===== config.mk =====
export PLATFORM = sky130hd
export DESIGN_NAME = bht_predictor_flat
export DESIGN_NICKNAME = d
export VERILOG_FILES = /design/src/rtl/bht_if.sv /design/src/rtl/bht_predictor.sv /design/src/flat_wrapper.sv
export SDC_FILE = /design/constraint.sdc
export NUM_CORES = 1
export LEC_CHECK = 0
export BUFFER_PORTS_ARGS = -buffer_cell sky130_fd_sc_hd__buf_2
export CORE_MARGIN = 2
export CORE_UTILIZATION = 50
export CTS_CLUSTER_SIZE = 16
export DETAILED_ROUTE_END_ITERATION = 6
export PLACE_DENSITY = 0.77
export SLEW_MARGIN = 25
export SYNTH_ARGS = -nofsm -noshare
export SYNTH_HDL_FRONTEND = slang
export SYNTH_SLANG_ARGS = --single-unit

===== constraint.sdc =====
create_clock -name clk -period 2.7 [get_ports clk]
set_input_delay 0.54 -clock clk [delete_from_list [all_inputs] [get_ports clk]]
set_output_delay 0.54 -clock clk [all_outputs]
set_load 0.02 [all_outputs]

===== src/rtl/bht_if.sv =====
// bht_if: lookup, prediction, training and statistics signals between the pipeline and the branch history table.
interface bht_if #(
  parameter int INDEX_BITS    = 6,
  parameter int PC_WIDTH      = 32,
  parameter int MISS_CNT_BITS = 16
);
  logic                     lookup_valid;
  logic [PC_WIDTH-1:0]      lookup_pc;
  logic                     pred_valid;
  logic                     pred_taken;
  logic                     pred_strong;
  logic [INDEX_BITS-1:0]    pred_index;
  logic                     upd_valid;
  logic [INDEX_BITS-1:0]    upd_index;
  logic                     upd_taken;
  logic                     upd_mispredict;
  logic [MISS_CNT_BITS-1:0] miss_count;
  modport master (
    output lookup_valid, lookup_pc, upd_valid, upd_index, upd_taken, upd_mispredict,
    input  pred_valid, pred_taken, pred_strong, pred_index, miss_count
  );
  modport slave (
    input  lookup_valid, lookup_pc, upd_valid, upd_index, upd_taken, upd_mispredict,
    output pred_valid, pred_taken, pred_strong, pred_index, miss_count
  );
endinterface


===== src/rtl/bht_predictor.sv =====
// bht_predictor: table of saturating counters indexed by PC (optionally gshare-hashed) with registered prediction.
module bht_predictor #(
  parameter int CTR_BITS      = 2,
  parameter int INDEX_BITS    = 6,
  parameter int GHR_BITS      = 0,
  parameter int PC_WIDTH      = 32,
  parameter int PC_LSB        = 2,
  parameter int MISS_CNT_BITS = 16
) (
  input logic  clk,
  input logic  rst,
  bht_if.slave bus
);
  localparam int N  = 1 << INDEX_BITS;
  localparam int GW = GHR_BITS > 0 ? GHR_BITS : 1;
  logic [CTR_BITS-1:0]      r_ctr [N];
  logic [GW-1:0]            r_ghr;
  logic                     r_pred_valid;
  logic                     r_pred_taken;
  logic                     r_pred_strong;
  logic [INDEX_BITS-1:0]    r_pred_index;
  logic [MISS_CNT_BITS-1:0] r_miss;
  logic [INDEX_BITS-1:0]    w_idx;
  logic [CTR_BITS-1:0]      w_upd_cur;
  logic [CTR_BITS-1:0]      w_upd_next;
  logic [CTR_BITS-1:0]      w_lk_ctr;
  always_comb begin
    w_idx      = bus.lookup_pc[PC_LSB +: INDEX_BITS] ^ (GHR_BITS > 0 ? INDEX_BITS'(r_ghr) : '0);
    w_upd_cur  = r_ctr[bus.upd_index];
    w_upd_next = bus.upd_taken ? (&w_upd_cur ? w_upd_cur : w_upd_cur + 1'b1)
                               : (|w_upd_cur ? w_upd_cur - 1'b1 : w_upd_cur);
    // same-cycle training to the looked-up entry is forwarded into the prediction
    w_lk_ctr   = (bus.upd_valid && bus.upd_index == w_idx) ? w_upd_next : r_ctr[w_idx];
  end
  always_ff @(posedge clk or negedge rst) begin
    if (!rst) begin
      for (int i = 0; i < N; i++) r_ctr[i] <= CTR_BITS'(1) << (CTR_BITS - 1);
      r_ghr         <= '0;
      r_pred_valid  <= 1'b0;
      r_pred_taken  <= 1'b1;
      r_pred_strong <= 1'b0;
      r_pred_index  <= '0;
      r_miss        <= '0;
    end else begin
      if (bus.upd_valid) begin
        r_ctr[bus.upd_index] <= w_upd_next;
        r_ghr                <= GHR_BITS > 0 ? GW'({r_ghr, bus.upd_taken}) : '0;
      end
      if (bus.upd_valid && bus.upd_mispredict && !(&r_miss)) r_miss <= r_miss + 1'b1;
      r_pred_valid <= bus.lookup_valid;
      if (bus.lookup_valid) begin
        r_pred_taken  <= w_lk_ctr[CTR_BITS-1];
        r_pred_strong <= &w_lk_ctr | ~|w_lk_ctr;
        r_pred_index  <= w_idx;
      end
    end
  end
  assign bus.pred_valid  = r_pred_valid;
  assign bus.pred_taken  = r_pred_taken;
  assign bus.pred_strong = r_pred_strong;
  assign bus.pred_index  = r_pred_index;
  assign bus.miss_count  = r_miss;
endmodule


===== src/flat_wrapper.sv =====
// flat-port wrapper written by rule: the top's interface ports become plain ports
module bht_predictor_flat 
#(
  parameter int CTR_BITS      = 2,
  parameter int INDEX_BITS    = 6,
  parameter int GHR_BITS      = 0,
  parameter int PC_WIDTH      = 32,
  parameter int PC_LSB        = 2,
  parameter int MISS_CNT_BITS = 16
)
  (clk, rst, bus_lookup_valid, bus_lookup_pc, bus_upd_valid, bus_upd_index, bus_upd_taken, bus_upd_mispredict, bus_pred_valid, bus_pred_taken, bus_pred_strong, bus_pred_index, bus_miss_count);
  bht_if #(.INDEX_BITS(INDEX_BITS), .PC_WIDTH(PC_WIDTH), .MISS_CNT_BITS(MISS_CNT_BITS)) bus_i ();
  input logic clk;
  input logic rst;
  input wire logic [$bits(bus_i.lookup_valid)-1:0] bus_lookup_valid;
  input wire logic [$bits(bus_i.lookup_pc)-1:0] bus_lookup_pc;
  input wire logic [$bits(bus_i.upd_valid)-1:0] bus_upd_valid;
  input wire logic [$bits(bus_i.upd_index)-1:0] bus_upd_index;
  input wire logic [$bits(bus_i.upd_taken)-1:0] bus_upd_taken;
  input wire logic [$bits(bus_i.upd_mispredict)-1:0] bus_upd_mispredict;
  output wire logic [$bits(bus_i.pred_valid)-1:0] bus_pred_valid;
  output wire logic [$bits(bus_i.pred_taken)-1:0] bus_pred_taken;
  output wire logic [$bits(bus_i.pred_strong)-1:0] bus_pred_strong;
  output wire logic [$bits(bus_i.pred_index)-1:0] bus_pred_index;
  output wire logic [$bits(bus_i.miss_count)-1:0] bus_miss_count;
  assign bus_i.lookup_valid = bus_lookup_valid;
  assign bus_i.lookup_pc = bus_lookup_pc;
  assign bus_i.upd_valid = bus_upd_valid;
  assign bus_i.upd_index = bus_upd_index;
  assign bus_i.upd_taken = bus_upd_taken;
  assign bus_i.upd_mispredict = bus_upd_mispredict;
  assign bus_pred_valid = bus_i.pred_valid;
  assign bus_pred_taken = bus_i.pred_taken;
  assign bus_pred_strong = bus_i.pred_strong;
  assign bus_pred_index = bus_i.pred_index;
  assign bus_miss_count = bus_i.miss_count;
  bht_predictor #(.CTR_BITS(CTR_BITS), .INDEX_BITS(INDEX_BITS), .GHR_BITS(GHR_BITS), .PC_WIDTH(PC_WIDTH), .PC_LSB(PC_LSB), .MISS_CNT_BITS(MISS_CNT_BITS)) u_core (.clk(clk), .rst(rst), .bus(bus_i));
endmodule

==> flow_summary.json <==
{
  "first_pass_iters": 5,
  "die_h_um": 135,
  "core.rowCount": 47,
  "rsz0062_at_grt": "yes",
  "final_area_um2": 10800,
  "synth_flop_cell": "dfrtp_1",
  "utilization_pct": 64.5,
  "grt_antenna_before_repair": 0,
  "worstPathArrival_ns": 3.26,
  "syn_area_um2": 8590,
  "cts_max_path_buffers": 2,
  "num_io_pins": 69,
  "grt_max_degree": 66,
  "crit_start": "u_core.r_ctr[26]",
  "coreArea_um2": 16700,
  "drive_gt1_share_pct": 55.9,
  "synth-seq-cells": 153,
  "postRouteAntennaNets": 0,
  "setup_slack_ns": -0.201,
  "period_needed_ns": 2.90,
  "synth_edf_count": 0,
  "reg2reg_depth": 8,
  "synthToLayoutAreaGrowth_pct": 25.4,
  "gp_congestion": 1.02,
  "violations": "setup timing",
  "clk_pin_slew_ns": 0.06,
  "drt-wirelength-per-cell_um": 25.3,
  "diodes": 0,
  "status": "finished with violations",
  "drt_wl_total_um": 26500,
  "required_ns": 3.06,
  "fin_total_pwr_mw": 7.34,
  "ir_drop_uv": 493,
  "synth.distinct_cells": 52,
  "drv_cap": 0,
  "tightest_slew_ns": 0.633,
  "grt_pass1_vias": 6973,
  "min_period_over_period_pct": 107,
  "synth.net_count": 735,
  "hold_violations": 0,
  "via_per_inst": 6.58,
  "grt_overflow_total": 0,
  "synth_top_cell_area_share_pct": 25.6,
  "root_buffer": "clkbuf_16",
  "cts_tree": "built",
  "dpl_cell_area_um2": 9770,
  "vias": 6892,
  "hp-class": "in2async",
  "hpwl_um": 17400,
  "rr_endpoint": "u_core.r_ctr[1]",
  "synth_seq_area_share_pct": 45.5,
  "gr-usage-all-layers_pct": 28.5,
  "start_util_pct": 51.4,
  "cts_max_level": 4,
  "synth_area_leaders": "dfrtp_1 26%, dfstp_2 20%, mux2_2 18%",
  "cts.sinks": 153,
  "slew_viol_final": 0,
  "maxSlewHeadroom_pct": 57.8,
  "yosysWarnings": 0,
  "drc": 0,
  "die_w_um": 135,
  "clk_latency_ns": 0.43,
  "grt_pass1_wl_um": 39000,
  "finalClockSkew_ns": 0.0188,
  "syn-mean-instance-area_um2": 12.5,
  "critical_path.max_fanout": 27,
  "io_buffer_count": 42,
  "fin_setup_tns_ns": -16.96,
  "dieArea_um2": 18200,
  "fmax_ghz": 0.345,
  "reg2reg_from": "u_core.r_ctr[26]",
  "p_per_area_nw_per_um2": 682,
  "crit_path_end_kind": "flop",
  "setup_viol": 129,
  "critPathLaunchType": "flop",
  "async_reset_ff_share_pct": 100,
  "nNetsFinal": 860,
  "synth_top_cell_by_area": "dfrtp_1",
  "netlist_instances": 690,
  "leakage_nw": 4.61,
  "cts_buffers": 17,
  "reg2reg_setup_slack_ns": -0.20,
  "drtIter0Drc": 753,
  "crit_type": "reg2reg"
}
==> synth_stat cells, drive strengths merged (4+ instances only) <==
master and count:
mux2 143, dfrtp 88, dfstp 65, nand2 62, mux4 48, nor2 46
buf 25, clkbuf 24, nand3 24, xnor2 19, mux2i 13, a31oi 10
o22ai 10, a22oi 8, and3 8, inv 8, nor2b 8, a21oi 7
nand2b 6, nand4 6, nor4 6, nor3b 5, nor3 4, o21ai 4
o32ai 4, or2 4, xor2 4
==> sequential cells by signal (all words and copies together), names as in the netlist <==
name,cells
u_core.bus.miss_count,16
u_core.bus.pred_index,6
u_core.bus.pred_strong,1
u_core.bus.pred_taken,1
u_core.bus.pred_valid,1
u_core.r_ctr,128
==> cells by family (layout without fill, tap and decap cells) <==
kind of cell,Yosys count,after routing,share of synthesized area [%]
multiplexers,204,204,32.8
AND/OR/NAND/NOR,190,190,10.6
flip-flops,153,153,45.5
AO/OA/AOI/OAI,60,60,4.82
buffers and inverters,57,195,3.48
XOR/XNOR,23,23,2.34
adder cells (fa/ha/maj),3,3,0.408
==> layout by cell type, fill, tap and decap left out, types with 4 or more instances in the layout <==
master     instances
a21oi_1            7
nand4_1            6
nor4_1             5
mux2_2           111
buf_2             38
o22ai_1            9
nand3_1           24
mux2i_1           13
buf_4             94
a31oi_1            6
xnor2_1           19
xor2_1             4
o32ai_1            4
mux2_4            31
nor2_1            46
buf_12            11
inv_1              8
nand2_1           62
nor3b_1            4
nor2b_1            8
buf_6              4
a22oi_1            7
dfstp_2           65
clkbuf_16         22
and3_1             5
dfrtp_1           88
mux4_2            48
nand2b_1           6
==> worst max-delay path by stage <==
| stage | to | slack, ns | depth (start not counted) |
|---|---|---|---|
| 2_1_floorplan | u_core.r_ctr[17] | -0.17 | 10 |
| 3_3_place_gp | u_core.r_ctr[121] | -0.69 | 10 |
| 3_5_place_dp | u_core.r_ctr[126] | -0.72 | 9 |
| 4_1_cts | u_core.r_ctr[119] | -0.11 | 8 |
| 5_1_grt | u_core.r_ctr[33] | -0.20 | 8 |
| 6_report | u_core.r_ctr[1] | -0.20 | 8 |
==> per-stage QoR <==
stage                     hold WS [ns]  instances  setup WS [ns]
after floorplan                  0.244        690         -0.166
after global placement           0.450        999         -0.694
after detailed placement         0.451        999         -0.722
after CTS                        0.126       1035         -0.111
after global routing             0.155       1048         -0.201
final                            0.120       1048         -0.201
==> power by group <==
| group | total [mW] | internal (mW) | switching, mW |
|---|---|---|---|
| sequential | 3.09 | 2.75 | 0.332 |
| combinational | 1.74 | 0.946 | 0.796 |
| clock | 2.52 | 1.52 | 0.999 |
==> cell type report <==
cell class	instances	area [µm²]
flip-flops and latches	153	3910
multi-input cells	480	4600
clock buffers	20	457
fillers	1204	5930
clock inverters	12	164
repair buffers	155	1330
well taps	220	275
inverters	8	30.0
==> critical path: stages (launching register included) <==
cell	delay [ns]
dfrtp_1	0.39
mux4_2	0.49
nor3b_2	0.19
a31oi_2	0.20
nand4_1	0.15
or4_4	0.45
maj3_4	0.45
buf_12	0.20
mux2_2	0.29
==> per-layer routing <==
metal	share of wire, %	track usage [%]	routed length, µm
met2	48	45.6	12600
met1	38	36.6	10100
met3	9.0	7.02	2390
met5	0	0	0
met4	5.2	13.9	1370
==> timing repair <==
item                       CTS  global route
setup buffers                4             7
setup endpoints to repair  129           129
pin swaps                    4             4
hold buffers                 0             0
gates cloned                 0             6
gates resized for setup     12            20
No activity file was read; power rests on OpenSTA's default activity.
